`config.mk`:
```
export PLATFORM = sky130hd
export DESIGN_NAME = puf_resp_sequencer
export DESIGN_NICKNAME = d
export VERILOG_FILES = /design/src/rtl/puf_resp_sequencer.sv
export SDC_FILE = /design/constraint.sdc
export NUM_CORES = 1
export LEC_CHECK = 0
export ABC_CLOCK_PERIOD_IN_PS = 2160
export CAP_MARGIN = 10
export CORE_ASPECT_RATIO = 0.5
export CORE_MARGIN = 1.5
export CORE_UTILIZATION = 55
export CTS_BUF_LIST = sky130_fd_sc_hd__clkbuf_2
export DETAILED_ROUTE_END_ITERATION = 10
export PLACE_DENSITY = 0.82
export SLEW_MARGIN = 20
export SYNTH_ARGS = -nofsm -noshare
export SYNTH_HDL_FRONTEND = slang
export SYNTH_SLANG_ARGS = --single-unit
```
`constraint.sdc`:
```
create_clock -name clk -period 2.16 [get_ports clk]
set_input_delay 0.324 -clock clk [delete_from_list [all_inputs] [get_ports clk]]
set_output_delay 0.324 -clock clk [all_outputs]
set_load 0.01 [all_outputs]
```
`src/rtl/puf_resp_sequencer.sv`:
```
// Purpose : sequences one RO-pair PUF generator through settle/measure/sample phases
//           and majority-votes VOTES samples per bit into an N_BITS response word.
// Latency : resp_valid 1 + N_BITS*VOTES*(SETTLE+WINDOW+3) cycles after the accepted start.
// Backpr. : none; start is only honoured in IDLE, requests arriving otherwise are dropped.
// Ports   : clk/rst (sync, active-high); start + challenge from key logic;
//           puf_bit from generator (async, synchronized here); puf_enable/puf_challenge
//           to generator; busy, resp_valid pulse, response and resp_unstable to key logic.
module puf_resp_sequencer #(
  parameter int N_BITS = 8,
  parameter int WINDOW = 1024,
  parameter int SETTLE = 4,
  parameter int VOTES  = 3
) (
  input  logic                clk,
  input  logic                rst,
  input  logic                start,
  input  logic [2*N_BITS-1:0] challenge,
  input  logic                puf_bit,
  output logic                puf_enable,
  output logic [1:0]          puf_challenge,
  output logic                busy,
  output logic                resp_valid,
  output logic [N_BITS-1:0]   response,
  output logic [N_BITS-1:0]   resp_unstable
);

  // Phase counter also has to reach 2 for the 3-cycle sample phase.
  localparam int CMAX0 = (WINDOW > SETTLE) ? WINDOW : SETTLE;
  localparam int CMAX  = (CMAX0 > 3) ? CMAX0 : 3;
  localparam int CW    = $clog2(CMAX + 1);
  localparam int OW    = $clog2(VOTES + 1);
  localparam int BW    = $clog2(N_BITS + 1);

  localparam logic [CW-1:0] SETTLE_LAST = CW'(SETTLE - 1);
  localparam logic [CW-1:0] WIN_LAST    = CW'(WINDOW - 1);
  localparam logic [CW-1:0] SAMP_LAST   = CW'(2);
  localparam logic [OW-1:0] VOTE_LAST   = OW'(VOTES - 1);
  localparam logic [OW-1:0] VOTE_ALL    = OW'(VOTES);
  localparam logic [OW-1:0] VOTE_HALF   = OW'(VOTES / 2);
  localparam logic [BW-1:0] BIT_LAST    = BW'(N_BITS - 1);

  typedef enum logic [2:0] {
    S_IDLE,
    S_SETTLE,
    S_MEASURE,
    S_SAMPLE,
    S_DONE
  } state_t;

  state_t              state, state_next;
  logic [CW-1:0]       cnt;
  logic [OW-1:0]       vote_idx;
  logic [OW-1:0]       ones;
  logic [OW-1:0]       ones_final;
  logic [BW-1:0]       bit_idx;
  logic [2*N_BITS-1:0] chal_q;
  logic                sync1, sync2;
  logic                enable_next;
  logic                accept;
  logic                vote_end;
  logic                last_vote;
  logic                last_bit;

  assign accept     = (state == S_IDLE) && start;
  assign vote_end   = (state == S_SAMPLE) && (cnt == SAMP_LAST);
  assign last_vote  = (vote_idx == VOTE_LAST);
  assign last_bit   = (bit_idx == BIT_LAST);
  // Tally including the sample taken in this cycle.
  assign ones_final = ones + OW'(sync2);

  // State register
  always_ff @(posedge clk) begin
    if (rst) state <= S_IDLE;
    else     state <= state_next;
  end

  // Next-state logic
  always_comb begin
    state_next = state;
    case (state)
      S_IDLE:    if (start) state_next = S_SETTLE;
      S_SETTLE:  if (cnt == SETTLE_LAST) state_next = S_MEASURE;
      S_MEASURE: if (cnt == WIN_LAST) state_next = S_SAMPLE;
      S_SAMPLE:  if (cnt == SAMP_LAST)
                   state_next = (last_vote && last_bit) ? S_DONE : S_SETTLE;
      S_DONE:    state_next = S_IDLE;
      default:   state_next = S_IDLE;
    endcase
  end

  // Output decode; enable is decoded from the next state so the register lines up with state.
  always_comb begin
    busy        = (state == S_SETTLE) || (state == S_MEASURE) || (state == S_SAMPLE);
    resp_valid  = (state == S_DONE);
    enable_next = (state_next == S_MEASURE) || (state_next == S_SAMPLE);
  end

  // Datapath: synchronizer, phase counter, vote tally, response word
  always_ff @(posedge clk) begin
    if (rst) begin
      sync1         <= 1'b0;
      sync2         <= 1'b0;
      puf_enable    <= 1'b0;
      puf_challenge <= 2'b00;
      cnt           <= '0;
      vote_idx      <= '0;
      ones          <= '0;
      bit_idx       <= '0;
      chal_q        <= '0;
      response      <= '0;
      resp_unstable <= '0;
    end else begin
      sync1      <= puf_bit;
      sync2      <= sync1;
      puf_enable <= enable_next;
      // Restart the phase counter on every state change and outside active phases.
      cnt <= (busy && (state_next == state)) ? cnt + CW'(1) : '0;

      if (accept) begin
        chal_q        <= challenge;
        puf_challenge <= challenge[1:0];
        bit_idx       <= '0;
        vote_idx      <= '0;
        ones          <= '0;
        response      <= '0;
        resp_unstable <= '0;
      end else if (vote_end) begin
        if (!last_vote) begin
          ones     <= ones_final;
          vote_idx <= vote_idx + OW'(1);
        end else begin
          response[bit_idx]      <= (ones_final > VOTE_HALF);
          resp_unstable[bit_idx] <= (ones_final != '0) && (ones_final != VOTE_ALL);
          ones                   <= '0;
          vote_idx               <= '0;
          if (!last_bit) begin
            bit_idx       <= bit_idx + BW'(1);
            puf_challenge <= chal_q[2*(int'(bit_idx) + 1) +: 2];
          end
        end
      end
    end
  end

endmodule

```
==> metrics.md <==
| Metric | Value |
|---|---|
| Clock sink total | 57 |
| Die H | 51.3 µm |
| Vias in the first global route | 2085 |
| Most common cell in the netlist | dfxtp_1 |
| RR Startpoint | cnt[0] |
| Max incr delay on CP | 0.55 ns |
| DR vias/cell | 5.44 |
| Layout area overhead | 21.3% |
| Largest net degree at the start of global routing | 26 |
| Cell taking the most area after synthesis | dfxtp_1 |
| WHS Path Cells | 3 |
| Worst Path Required | 1.84 ns |
| Crit-path slowest cell | clkdlybuf4s50_1 |
| GP Congestion | 0.874 |
| Share of layout cells above drive strength 1 | 10.3% |
| TritonCTS clock tree | done |
| Crit. End Element | primary output |
| Main synth FF type | dfxtp_1 |
| Clock transition at the registers of the reported paths | 0.17 ns |
| Period minus WS final | 2.06 ns |
| GR Util All Layers | 24.0% |
| Post-CTS Hold Buffers | 0 |
| CTS Buf Count | 9 |
| Worst Hold End | chal_q[8] |
| GRT Residual Overflow | 0 |
| H-tree depth | 3 |
| Leakage power | 0.00117 µW |
| HP Class | in2reg |
| Final hold violations | 0 |
| Vias | 2153 |
| Critical Path AT | 1.73 ns |
| Worst Setup Start Kind | flip-flop |
| Crit Path Max Fanout | 9 |
| Sequential element share of the synthesized area | 44.5% |
| IO Count | 41 |
| Global-route wire length before repair | 9.46 mm |
| DRT iter0 DRCs | 102 |
| Share of the synthesized area in the top cell type | 44.5% |
| DR DRC count | 0 |
| Power per standard cell area | 586 mW/mm² |
| Status | completed |
| EDFF count, synth | 0 |
| Tot Pwr | 1820 µW |
| Ys Warns | 0 |
| Post-Route WL | 5.50 mm |
| Clk Latency, worst-skew pair | 0.50 ns |
| Worst-case vdd ir drop | 0.000406 V |
| Max cap viols | 0 |
| Final period util | 95.3% |
| R2R Setup Slk | 0.15 ns |
| Die area | 0.00510 mm² |
| Reg-to-Reg End | response[5] |
| Placed insts | 379 |
| Ant. Diodes | 0 |
| Average wire per standard cell | 13.9 µm |
| Yosys cell types | 44 |
| Synth cell count leaders | dfxtp_1 (57), nor2_1 (42), nand2_1 (39) |
| Most area-consuming cells after synthesis | dfxtp_1 (45%), mux2i_1 (9.0%), nor2_1 (6.1%), nand2_1 (5.7%), a21oi_1 (3.9%) |
| Post-DP HPWL | 3.93 mm |
| Antenna violations before repair | 0 |
| Final std cells w/o fill | 396 |
| Starting density of the core | 57.7% |
| Cells along the critical path | nor2_2 -> nor2_1 -> clkdlybuf4s50_1 |
| Final setup skew | 0.0260 ns |
| Hold Startpoint | challenge[8] |
| FF-to-FF path depth | 8 |
| Layout filler cell count | 370 |
| Core area | 0.00445 mm² |
| Setup-failing EPs final | 0 |
| Pre-Repair DR Iteration Count | 4 |
| Cell Area, Synth | 0.00256 mm² |
| Die W | 99.6 µm |
| Post-Synthesis Cells | 292 |
| Syn nets | 318 |
| CTS Root Cell | clkbuf_2 |
| Routed Antenna Nets | 0 |
| Row cnt | 17 |
| Pins Over Slew Limit | 0 |
| Yosys reg bits | 57 |
| FFs w/ async S/R, synth | 0% |
| Post-Route Utilization | 69.9% |
| Worst slew pin tran | 0.580 ns |
| Port bufs | 40 |
| Nets | 360 |
| Worst slew margin | 61.2% |
| Setup_tns | 0 ns |
| Worst-case clock buffer depth | 2 |
| WS Path Type | reg2out |
| Synth Area per Inst | 8.78 µm² |
| Max Freq | 0.486 GHz |
-- cell usage in the layout (no fill, tap or decap), types with 2 or more instances in the layout --
cell | Yosys | layout
xor2_1 | 5 | 5
a31o_2 | 2 | 2
dfxtp_1 | 57 | 57
nand3b_1 | 3 | 3
nand4_1 | 8 | 8
nand2b_1 | 4 | 4
ha_1 | 6 | 6
and2_1 | 2 | 2
a21oi_1 | 20 | 20
nand3_1 | 8 | 8
or4b_1 | 2 | 2
clkdlybuf4s50_1 | 0 | 39
o31a_1 | 2 | 2
buf_4 | 2 | 7
xnor2_1 | 6 | 6
o22ai_1 | 2 | 2
clkinvlp_4 | 0 | 4
inv_1 | 4 | 4
nor2_1 | 42 | 41
or2_2 | 2 | 2
and3_1 | 5 | 5
o21ai_0 | 7 | 7
nor2b_1 | 5 | 5
nand2_1 | 39 | 39
nor3_1 | 5 | 5
clkbuf_2 | 1 | 9
mux2i_1 | 23 | 23
-- worst max-delay path by stage --
stage               slack [ns]      from                to  cells past startpoint
CTS                      0.002  state[1]        resp_valid                      4
detailed placement        0.14    cnt[0]       response[3]                      7
global route            -0.007  state[0]              busy                      3
floorplan                 0.39    cnt[0]  resp_unstable[3]                      7
global placement          0.22    cnt[0]       response[3]                      7
finish                    0.10  state[0]              busy                      3
-- critical path, delay by kind of cell, from the launching register on --
kind,cells,cell delay (ns)
AND/OR/NAND/NOR,2,0.17
buffers and inverters,1,0.55
flip-flops,1,0.53
-- timing repair --
| item | in CTS | in global routing |
|---|---|---|
| gates resized for setup | 0 | 3 |
| setup endpoints to repair | 0 | 10 |
| buffers inserted | 0 | 1 |
| endpoints found under the hold margin | 0 | 0 |
-- cells by family (layout without fill, tap and decap cells) --
kind of cell,Yosys count,count (layout),share of synthesized area [%]
mux,24,24,9.42
buf+inv,20,67,3.56
xor+xnor,11,11,3.76
fa+ha+maj,6,6,2.93
simple gates,136,136,27.0
flops,57,57,44.5
compound gates,38,38,8.79
-- routing by layer --
| layer | routed length [µm] | vias to the layer above | part of all wire [%] | global-route usage, % |
|---|---|---|---|---|
| met5 | 0 | - | 0 | 0 |
| met1 | 2720 | 1018 | 50 | 30.3 |
| met3 | 207 | 7 | 3.8 | 5.88 |
| met4 | 68 | 0 | 1.2 | 9.15 |
| met2 | 2500 | 39 | 45 | 40.1 |
| li1 | - | 1089 | - | - |
-- stage by stage --
step / cell area [µm²] / hold slack (ns) / setup WS (ns)
floorplan: 2560 / 0.414 / 0.388
global placement: 3000 / 0.418 / 0.218
detailed placement: 3000 / 0.450 / 0.140
CTS: 3100 / 0.337 / 0.00250
global route: 3110 / 0.334 / -0.00682
finish: 3110 / 0.355 / 0.102
-- state kept, by name, indices dropped and copies added, names as in the netlist, 3 cells and up --
signal	flops
bit_idx	4
cnt	11
state	3
response	8
chal_q	14
resp_unstable	8
-- final cells by class --
class | count | area, µm² | area share (%)
clock inverter | 7 | 47.5 | 1.53
inverter | 4 | 15.0 | 0.483
clock buffer | 9 | 45.0 | 1.45
sequential | 57 | 1140 | 36.7
tap | 57 | 71.3 | 2.29
timing repair buffer | 47 | 455 | 14.6
multi-input combinational | 215 | 1330 | 42.9
-- where the power goes --
group / switching (µW) / internal [µW] / total [µW]
logic: 77.1 / 75.0 / 152
clock network: 427 / 145 / 572
registers: 18.4 / 1080 / 1100
total: 523 / 1300 / 1820
No activity file was read; power rests on OpenSTA's default activity.
